===== config.mk =====
export PLATFORM = sky130hd
export DESIGN_NAME = bus_arbiter2
export DESIGN_NICKNAME = d
export VERILOG_FILES = /design/src/rtl/bus_arb_pkg.sv /design/src/rtl/bus_arb_watchdog.sv /design/src/rtl/bus_arbiter2.sv
export SDC_FILE = /design/constraint.sdc
export NUM_CORES = 1
export LEC_CHECK = 0
export CAP_MARGIN = 30
export CORE_AREA = 2 2 122 124
export CTS_CLUSTER_SIZE = 24
export DETAILED_ROUTE_END_ITERATION = 8
export DIE_AREA = 0 0 124 126
export MAX_ROUTING_LAYER = met4
export PLACE_DENSITY_LB_ADDON = 0.1
export RECOVER_POWER = 50
export SLEW_MARGIN = 20
export SYNTH_ARGS = -nofsm -noshare
export SYNTH_HDL_FRONTEND = slang
export SYNTH_HIERARCHICAL = 1
export SYNTH_SLANG_ARGS = --single-unit

===== constraint.sdc =====
create_clock -name clk -period 2.1 [get_ports clk]
set_input_delay 0.315 -clock clk [delete_from_list [all_inputs] [get_ports clk]]
set_output_delay 0.315 -clock clk [all_outputs]
set_load 0.05 [all_outputs]

===== src/rtl/bus_arb_pkg.sv =====
// Shared types and constants for the two-master round-robin bus arbiter.
// Latency: n/a (declarations only).
// Backpressure: n/a.
package bus_arb_pkg;

    // The grant output is the state register itself, so the encoding is one-hot per master.
    typedef enum logic [1:0] {
        IDLE = 2'b00,
        GNT0 = 2'b01,
        GNT1 = 2'b10
    } arb_state_t;

    localparam int M0 = 0;
    localparam int M1 = 1;

    localparam logic [31:0] ERR_RDATA_DEFAULT = 32'hFFFF_FFFF;

endpackage


===== src/rtl/bus_arb_watchdog.sv =====
// Grant-duration watchdog: counts cycles spent in a grant and flags the last allowed one.
// Latency: expire is combinational from the registered count (asserted on cycle TIMEOUT_CYCLES of a grant).
// Backpressure: none; a TIMEOUT_CYCLES of 0 disables expiry entirely.
module bus_arb_watchdog #(
    parameter int TIMEOUT_CYCLES = 255
) (
    input  logic clk,
    input  logic resetn,
    input  logic clr,
    input  logic en,
    output logic expire
);

    // Keep at least one bit so a disabled watchdog still elaborates cleanly.
    localparam int CW = (TIMEOUT_CYCLES > 0) ? $clog2(TIMEOUT_CYCLES + 1) : 1;
    localparam logic [CW-1:0] LAST_CNT = (TIMEOUT_CYCLES > 0) ? CW'(TIMEOUT_CYCLES - 1) : '0;
    localparam logic [CW-1:0] MAX_CNT  = '1;

    logic [CW-1:0] count;

    // Clear outside a grant, count up while granted, and saturate instead of wrapping.
    always_ff @(posedge clk) begin
        if (!resetn || clr) begin
            count <= '0;
        end else if (en && (count != MAX_CNT)) begin
            count <= count + CW'(1);
        end
    end

    assign expire = (TIMEOUT_CYCLES > 0) && en && (count == LAST_CNT);

endmodule


===== src/rtl/bus_arbiter2.sv =====
// Two-master round-robin arbiter for the shared native memory bus, one transaction per grant.
// Latency: request in IDLE -> s_valid next cycle; completion ready is same-cycle with s_ready; >=1 idle cycle between grants.
// Backpressure: masters hold valid until their ready; a hung slave is cut off by the watchdog with an error response.
module bus_arbiter2
    import bus_arb_pkg::*;
#(
    parameter int          TIMEOUT_CYCLES = 255,
    parameter logic [31:0] ERR_RDATA      = ERR_RDATA_DEFAULT
) (
    input  logic        clk,
    input  logic        resetn,

    input  logic        m0_valid,
    input  logic        m0_instr,
    input  logic [31:0] m0_addr,
    input  logic [31:0] m0_wdata,
    input  logic [3:0]  m0_wstrb,
    output logic        m0_ready,
    output logic [31:0] m0_rdata,

    input  logic        m1_valid,
    input  logic [31:0] m1_addr,
    input  logic [31:0] m1_wdata,
    input  logic [3:0]  m1_wstrb,
    output logic        m1_ready,
    output logic [31:0] m1_rdata,

    output logic        s_valid,
    output logic        s_instr,
    output logic [31:0] s_addr,
    output logic [31:0] s_wdata,
    output logic [3:0]  s_wstrb,
    input  logic        s_ready,
    input  logic [31:0] s_rdata,

    output logic [1:0]  grant,
    output logic        timeout_err
);

    arb_state_t state, state_nxt;
    logic       last_srv, last_srv_nxt;
    logic       granted;
    logic       gidx;
    logic       wd_expire;

    logic        cur_valid;
    logic        cur_instr;
    logic [31:0] cur_addr;
    logic [31:0] cur_wdata;
    logic [3:0]  cur_wstrb;
    logic        done;
    logic [31:0] done_rdata;

    assign granted = (state != IDLE);
    assign gidx    = (state == GNT1);
    assign grant   = state;

    bus_arb_watchdog #(
        .TIMEOUT_CYCLES (TIMEOUT_CYCLES)
    ) u_watchdog (
        .clk    (clk),
        .resetn (resetn),
        .clr    (!granted),
        .en     (granted),
        .expire (wd_expire)
    );

    // State and last-served pointer; pointer resets to m1 so m0 wins the first tie.
    always_ff @(posedge clk) begin
        if (!resetn) begin
            state    <= IDLE;
            last_srv <= 1'(M1);
        end else begin
            state    <= state_nxt;
            last_srv <= last_srv_nxt;
        end
    end

    // Select the owning master's request fields; master 1 never issues instruction fetches.
    always_comb begin
        cur_valid = gidx ? m1_valid : m0_valid;
        cur_instr = gidx ? 1'b0     : m0_instr;
        cur_addr  = gidx ? m1_addr  : m0_addr;
        cur_wdata = gidx ? m1_wdata : m0_wdata;
        cur_wstrb = gidx ? m1_wstrb : m0_wstrb;
    end

    // Arbitration, completion/abort/timeout handling and output steering.
    always_comb begin
        state_nxt    = state;
        last_srv_nxt = last_srv;
        s_valid      = 1'b0;
        s_instr      = 1'b0;
        s_addr       = '0;
        s_wdata      = '0;
        s_wstrb      = '0;
        m0_ready     = 1'b0;
        m0_rdata     = '0;
        m1_ready     = 1'b0;
        m1_rdata     = '0;
        timeout_err  = 1'b0;
        done         = 1'b0;
        done_rdata   = '0;

        case (state)
            IDLE: begin
                if (m0_valid && m1_valid) begin
                    state_nxt = (last_srv == 1'(M0)) ? GNT1 : GNT0;
                end else if (m0_valid) begin
                    state_nxt = GNT0;
                end else if (m1_valid) begin
                    state_nxt = GNT1;
                end
            end
            GNT0, GNT1: begin
                s_valid = cur_valid;
                s_instr = cur_instr;
                s_addr  = cur_addr;
                s_wdata = cur_wdata;
                s_wstrb = cur_wstrb;
                if (s_ready) begin
                    done         = 1'b1;
                    done_rdata   = s_rdata;
                    state_nxt    = IDLE;
                    last_srv_nxt = gidx;
                end else if (!cur_valid) begin
                    // Master withdrew: release the bus without a response or pointer update.
                    state_nxt = IDLE;
                end else if (wd_expire) begin
                    done         = 1'b1;
                    done_rdata   = ERR_RDATA;
                    timeout_err  = 1'b1;
                    s_valid      = 1'b0;
                    state_nxt    = IDLE;
                    last_srv_nxt = gidx;
                end
            end
            default: begin
                state_nxt = IDLE;
            end
        endcase

        if (gidx) begin
            m1_ready = done;
            m1_rdata = done_rdata;
        end else begin
            m0_ready = done;
            m0_rdata = done_rdata;
        end
    end

endmodule


Word level (Yosys, flattened, before mapping). Index checks and enable logic that the tools add are counted.

$add $sub $neg: 1. Eq/ne operators: 6. Muxes and demuxes: 38. Reduce and logical (&&, ||, !) cells: 13.

Operators with widths (number): 32-bit two-way mux (10); 1-bit two-way mux (18); 2-bit two-way mux (7); 8-bit by 1-bit adder with 8-bit output, second input constant (1); 8-bit equality test, second input constant (1); 4-bit two-way mux (2); 8-bit inequality test, second input constant (1); 2-bit nonzero test (3); 4-bit by 3-bit inequality test with 1-bit output, second input constant (1); 4-bit inequality test, second input constant (1); 2-bit one-hot mux with 2 select lines (1); 1-bit logical AND (3); 3-bit AND reduction (1); 2-bit by 1-bit equality test with 1-bit output, second input constant (1); 2-bit equality test, second input constant (1); 1-bit zero test (2); 2-bit zero test (1); 2-bit AND reduction (1); 2-bit OR reduction (1); 1-bit logical OR (1).

Bits in registers: 11. Logic and storage cells: 61.

Depth between registers and ports, before layout. Gate-level depths: netlist (run 1).

Depth in word-level cells: 7. Gate-level depth with buffers: 10. Depth with buffers taken out: 8.

Modules after synthesis. Netlist (run 1), hierarchy kept.

By module, submodules not included: bus_arbiter2 (instances 1, cells an instance 292, area each 1919.3 sq um, sequential area each 60.1 sq um); bus_arb_watchdog (instances 1, cells an instance 50, area each 473.0 sq um, sequential area each 160.2 sq um).

Worst setup path after synthesis (run 1). OpenSTA, ideal clock, no wires.

Kind: reg2out. Start point: register state[0], in the netlist grant[0]. End point: output m0_rdata[22]. Arrival time: 2.914 ns. Setup slack: -1.129 ns. Stages on the path, launching flop included: 11. Path buffers: 2. Path through: dfxtp_1 > inv_1 > ha_1 > inv_1 > and3_2 > and3_1 > a21oi_1 > or3b_1 > buf_6 > buf_8 > nor2_1.

Word-level cells in the longest chain between the ends: 7.

Ends and longest elaborated chain: start, declared (RTL line bus_arbiter2.sv:40) `arb_state_t state, state_nxt;`; start signal, assigned (RTL line bus_arbiter2.sv:74) `state <= state_nxt;`; 2-bit nonzero test (RTL line bus_arbiter2.sv:54) `assign granted = (state != IDLE);`; net granted (RTL line bus_arbiter2.sv:42) `logic granted;`; 1-bit logical AND (RTL line bus_arb_watchdog.sv:30) `assign expire = (TIMEOUT_CYCLES > 0) && en && (count == LAST_CNT);`; net wd_expire (RTL line bus_arbiter2.sv:44) `logic wd_expire;`; 32-bit two-way mux (RTL line bus_arbiter2.sv:129) `end else if (wd_expire) begin`; 32-bit two-way mux (RTL line bus_arbiter2.sv:126) `end else if (!cur_valid) begin`; 32-bit two-way mux (RTL line bus_arbiter2.sv:121) `if (s_ready) begin`; 32-bit two-way mux (RTL line bus_arbiter2.sv:105) `case (state)`; 32-bit two-way mux (RTL line bus_arbiter2.sv:143) `if (gidx) begin`; end, declared (RTL line bus_arbiter2.sv:19) `output logic [31:0] m0_rdata,`.

The timed path passes the listed nets, and every way through them passes these cells.

Worst setup path after layout (run 1).
Start point: register state[0], in the netlist grant[0]. End point: output m0_rdata[31].

The elaborated chain is that of the path after synthesis.

==> impl_metrics.toml, run 1 <==
[run_status]
status = "finished with violations"
violations = "negative setup slack"

[floorplanning]
die_h_um = 126
rows = 44
initial_core_util = 0.1671
fp.dieArea_mm2 = 0.01562
pin_count = 313
die_x_um = 124
core_area_mm2 = 0.01431

[setup_path]
critPathMaxStageDelay_ns = 0.48
cp-end-kind = "output pin"
startpoint = "grant[0]"
critPathKind = "flip-flop to output pin"
crit_arrival_ns = 2.17
reg2reg_from = "grant[0]"
crit_required_ns = 1.78
crit_fanout = 6
cpMostUsedCell = "inv_4"
crit_path_cell_trace = "inv_4 -> ha_4 -> inv_4 -> and3_2 -> and3_4 -> a21oi_2 -> or3b_4 -> buf_4 -> nor2_4 -> buf_12"
slowest_stage = "or3b_4"
cp-start-kind = "flip-flop"

[worst_hold_path]
hp-class = "flip-flop to flip-flop"
min_from = "u_watchdog/count[0]"

[sta]
tns_ns = -21.70
setup_viol = 88
rsz0062_at_grt = "yes"
max_slew.worst_pin.slew_ns = 0.5294
fmax_ghz = 0.4019
timing.final.ws_setup_ns = -0.3885
final_hold_viol_count = 0
relSlewSlack = 0.6459
skew_ns = 0.002048
finalMaxSlewViolations = 0
min_period_over_period = 1.185
layout_min_cycle_time_ns = 2.488

[yosys]
synth_fa_ha_area_frac = 0.02092
synthCells = 342
synth-simple-area-share = 0.4388
yosysWarnings = 6
yosysUniqueCellTypes = 39
syn_avg_cell_area_um2 = 6.995
synth_edf_count = 0
ys_seq_area_frac = 0.09205
syn_area_mm2 = 0.002392
synth_top_family_by_area = "simple AND/OR/NAND/NOR gates"
yosys_most_used_dff = "dfxtp_1"
async_reset_ff_frac = 0
ys_ff_latch = 11
synth_compound_area_frac = 0.06276
synthXorXnorAreaFrac = 0.003661
synth_mux_area_frac = 0.3060
syn-num-nets = 520

[cts]
cts_root_buf = "clkbuf_16"
cts_tree = "done"
htreeDepth = 1
cts_sinks = 11
cts.path.max_buffers = 2
worstSkewPairLatency_ns = 0.24
clk_pin_slew_ns = 0.04
cts_made_buffers = 3

[power_and_ir_drop]
share_comb_of_total_power = 0.886
sw_frac_of_total = 0.4619
peakVddDrop_mv = 0.3658
p_sw_w = 0.002374
p_clk_frac = 0.070
p_leak_nw = 3.423
pwr-share-seq = 0.045
internal_power_w = 0.002765
power.density_mw_per_mm2 = 579.9

[cells_and_area]
final_area_mm2 = 0.008862
final_nets = 893
num-fill-cells = 1140
antenna_cells = 0
drive_gt1_frac = 0.5798
layout_common_cells = "175 x clkdlybuf4s50_1, 143 x buf_12, 64 x nor2_4"
layout_commonest_cell = "clkdlybuf4s50_1"
area_growth_pct = 270.4

[drt]
viasPerCell = 4.258
vias = 3824
routedWlPerCell_um = 17.38
ant_nets = 0
wl_um = 15600
drc = 0
drt_iter0_markers = 107
drtPass1Iterations = 4

[grt]
antenna_found_initial = 0
grt_overflow = 0
track_usage = 0.1946
grt_pass1_vias = 3979
grt_max_degree = 44
grt_pass1_wl_um = 22650

[placement]
placed_area_mm2 = 0.008406
gp_congestion = 0.8610
dp_hpwl_um = 13370
io_buffers = 312

[job]
maxCapViolCount = 0
cells in the mapped netlist, types with 2 or more instances:
cell type / number / area share
dfxtp_1: 11 / 0.092
nor2_2: 11 / 0.029
nand2_1: 10 / 0.016
and4_4: 4 / 0.019
a31oi_1: 3 / 0.0078
nor3b_1: 2 / 0.0063
and3b_1: 2 / 0.0073
and3_2: 2 / 0.0063
nor2b_1: 70 / 0.18
nand3_1: 5 / 0.010
a21o_1: 2 / 0.0063
clkbuf_1: 11 / 0.017
mux2i_1: 72 / 0.30
nor2_1: 88 / 0.14
buf_2: 10 / 0.021
ha_1: 4 / 0.021
buf_8: 3 / 0.019
nand2b_1: 3 / 0.0078
inv_1: 7 / 0.011
a21oi_1: 3 / 0.0063
worst paths after layout:
kind	slack, ns	depth (start not counted)	endpoint
hold / removal	0.53	3	u_watchdog/count[0]
hold reg to reg	0.53	3	u_watchdog/count[0]
setup reg to reg	0.17	12	last_srv
setup / recovery	-0.39	10	m0_rdata[31]
cell families after synthesis:
group	count (synthesis)
buffers and inverters	33
adders and majority gates	4
muxes	73
xor gates and xnor gates	1
and+or+nand+nor	202
DFF	11
AOI/OAI and AO/OA	18
cell type report:
class	count	area, µm²	share of cell area
clock buffers	4	78.83	0.008895
inverters	7	41.29	0.004659
multi-input cells	298	2952	0.3331
flip-flops and latches	11	227.7	0.02570
well taps	184	230.2	0.02598
repair buffers	394	5333	0.6017
worst max-delay path: cells and delay by family (launching register included):
family / cells / cell delay (ns)
buffers and inverters: 4 / 0.44
DFF: 1 / 0.36
and+or+nand+nor: 4 / 0.92
adders and majority gates: 1 / 0.16
AOI/OAI and AO/OA: 1 / 0.05
power by group through the flow:
| stage | logic, W | clock network [W] | registers, W |
|---|---|---|---|
| floorplan | 0.00227 | 0 | 0.000253 |
| global placement | 0.00437 | 0 | 0.000231 |
| detailed placement | 0.00440 | 0 | 0.000232 |
| CTS | 0.00450 | 0.000369 | 0.000229 |
| global route | 0.00472 | 0.000376 | 0.000232 |
| finish | 0.00455 | 0.000358 | 0.000231 |
per-stage QoR:
| stage | util | setup slack (ns) | total power [W] | hold slack [ns] | cells |
|---|---|---|---|---|---|
| 3_5_place_dp | 0.5872 | -0.1506 | 0.004633 | 0.5380 | 884 |
| 3_3_place_gp | 0.5872 | -0.1159 | 0.004603 | 0.5178 | 884 |
| 6_report | 0.6191 | -0.3885 | 0.005139 | 0.5340 | 898 |
| 2_1_floorplan | - | -0.3051 | 0.002520 | 0.3982 | 342 |
| 5_1_grt | 0.6191 | -0.4534 | 0.005324 | 0.5854 | 898 |
| 4_1_cts | 0.6095 | -0.3917 | 0.005103 | 0.5440 | 897 |
registers in the layout (all words and copies together), names as in the netlist:
register          cells
last_srv              1
grant                 2
u_watchdog/count      8
repair_timing:
| action | CTS | global route |
|---|---|---|
| cloned | 3 | 1 |
| hold buffers | 0 | 0 |
| gates resized for setup | 27 | 33 |
| pin swaps | 6 | 2 |
| endpoints found under the setup margin | 70 | 137 |
| buffers inserted | 6 | 0 |
metal layers:
layer / GRT usage / vias to the layer above / part of all wire
met5: - / - / 0
met4: 0.03569 / 0 / 0.012
met3: 0.03306 / 12 / 0.079
met2: 0.3782 / 194 / 0.57
met1: 0.2025 / 1736 / 0.34
li1: - / 1882 / -
Note: power is estimated with default switching activity, not from simulation.
==> run 2, diff against run 1 <==
--- a/config.mk
+++ b/config.mk
@@ -13,6 +13,7 @@
 export MAX_ROUTING_LAYER = met4
 export PLACE_DENSITY_LB_ADDON = 0.1
 export RECOVER_POWER = 50
+export REMOVE_ABC_BUFFERS = 1
 export SLEW_MARGIN = 20
 export SYNTH_ARGS = -nofsm -noshare
 export SYNTH_HDL_FRONTEND = slang
==> run 2 against run 1 <==
Against the previous run: the flow still finishes with violations (negative setup slack); sequential share of layout area is essentially flat; clock-buffer cell count is the same; fmax shrank 1.1%; combinational power grew 2%; register-to-register slack lost 0.08 ns; clock power shrank 3%; hold slack gained 0.029 ns; critical path type unchanged; highest routed layer unchanged.
==> impl_metrics.toml, run 2 (synthesis gave the netlist of run 1 again) <==
[power_and_ir_drop]
pwr-share-seq = 0.044
internal_power_w = 0.002785
power.density_mw_per_mm2 = 599.2
p_leak_nw = 3.325
p_clk_frac = 0.066
p_sw_w = 0.002439
power.total_w = 0.005225
sw_frac_of_total = 0.4669
peakVddDrop_mv = 0.3610
share_comb_of_total_power = 0.890

[sta]
max_slew.worst_pin.slew_ns = 0.6374
timing.final.ws_setup_ns = -0.4164
min_period_over_period = 1.198
layout_min_cycle_time_ns = 2.516
finalMaxSlewViolations = 0
fmax_ghz = 0.3974
rsz0062_at_grt = "yes"
setup_viol = 90
tns_ns = -24.31
final_hold_viol_count = 0
relSlewSlack = 0.5769
skew_ns = 0.001752

[floorplanning]
die_h_um = 126
rows = 44
initial_core_util = 0.1671
fp.dieArea_mm2 = 0.01562
core_area_mm2 = 0.01431
pin_count = 313
die_x_um = 124

[drt]
viasPerCell = 4.406
wl_um = 18760
drt_iter0_markers = 92
drtPass1Iterations = 4
vias = 3873
ant_nets = 0
routedWlPerCell_um = 21.34
drc = 0

[setup_path]
crit_required_ns = 1.78
cp-end-kind = "output pin"
critPathKind = "flip-flop to output pin"
cp-start-kind = "flip-flop"
crit_fanout = 8
r2r_setup_slack_ns = 0.09
reg2reg_from = "grant[0]"
startpoint = "grant[0]"
crit_arrival_ns = 2.20

[placement]
gp_congestion = 0.8646
dp_hpwl_um = 12960
io_buffers = 312
dp_cells = 838

[grt]
track_usage = 0.2239
grt_max_degree = 38
grt_pass1_vias = 4031
grt_overflow = 0
grt_pass1_wl_um = 25330
antenna_found_initial = 2

[cts]
clk_pin_slew_ns = 0.04
htreeDepth = 1
cts_tree = "done"
cts.path.max_buffers = 2
cts_made_buffers = 3
worstSkewPairLatency_ns = 0.24
cts_hold_buf = 0
cts_root_buf = "clkbuf_16"
cts_sinks = 11

[cells_and_area]
area_growth_pct = 264.5
top_register = "u_watchdog/count"
utilization = 0.6092
layout_common_cells = "173 x clkdlybuf4s50_1, 145 x buf_12, 65 x mux2i_1"
num-fill-cells = 1124
layout_commonest_cell = "clkdlybuf4s50_1"
drive_gt1_frac = 0.5209
layoutNonFillerInstCount = 879
largest_reg_flops = 8
final_nets = 872

[worst_hold_path]
min_from = "u_watchdog/count[0]"
hp-class = "flip-flop to flip-flop"

[job]
maxCapViolCount = 0

[run_status]
violations = "negative setup slack"
status = "finished with violations"
==> run 2: cell count changes in the layout (fill, tap and decap cells not counted), sizes merged <==
cell	before	now
buf	217	194
clkbuf	6	10
clkdlybuf4s50	175	173
clkinvlp	2	0
diode	0	2
clkinv	0	1
inv	5	6
==> run 2: worst max-delay path, stage by stage (launching register included) <==
cell and delay (ns):
dfxtp_2 0.32, inv_2 0.05, ha_4 0.15, inv_2 0.04, and3_2 0.16, and3_4 0.18, a21oi_2 0.05, or3b_4 0.43
buf_12 0.16, buf_16 0.15, nor2_4 0.12, buf_12 0.14
==> run 2: final timing paths <==
check,to,cells after the start
hold reg to reg,u_watchdog/count[0],3
hold / removal,u_watchdog/count[0],3
setup / recovery,m0_rdata[21],11
setup reg to reg,last_srv,14
==> run 2: metal layers <==
| metal | wire length, µm | track usage | up-vias | part of all wire |
|---|---|---|---|---|
| met4 | 439 | 0.05288 | 0 | 0.023 |
| met5 | 0 | - | - | 0 |
| li1 | - | - | 1848 | - |
| met1 | 6447 | 0.2267 | 1850 | 0.34 |
| met2 | 10360 | 0.4247 | 149 | 0.55 |
| met3 | 1515 | 0.05525 | 26 | 0.081 |
==> run 2: power by group through the flow <==
stage	logic [W]	registers [W]	clock network, W
floorplan	0.00185	0.000251	0
global placement	0.00393	0.000229	0
detailed placement	0.00395	0.000230	0
CTS	0.00454	0.000228	0.000353
global route	0.00480	0.000229	0.000363
finish	0.00465	0.000228	0.000347
==> run 2: timing repair <==
item                                    in CTS  in global routing
gates cloned                                14                  5
resized for setup                          185                 64
pin swaps                                   31                 10
hold endpoints to repair                     0                  0
setup buffers                               14                 10
endpoints found under the setup margin     136                122
==> run 2: metrics by stage <==
stage	instance area [µm²]	setup WS, ns	hold slack [ns]
detailed placement	7227	-0.2894	0.5525
global placement	7227	-0.2712	0.5290
finish	8720	-0.4164	0.5629
floorplan	2237	-3.976	0.3982
CTS	8456	-0.4290	0.5583
global route	8720	-0.5057	0.5934
==> run 2: area by class of cell <==
type / count / area [µm²] / share of cell area
Timing Repair Buffer: 373 / 5415 / 0.6210
Multi-Input combinational cell: 298 / 2726 / 0.3127
Tap cell: 184 / 230.2 / 0.02640
Sequential cell: 11 / 222.7 / 0.02554
Clock buffer: 4 / 78.83 / 0.009040
Inverter: 7 / 41.29 / 0.004735
Antenna cell: 2 / 5.005 / 0.0005740
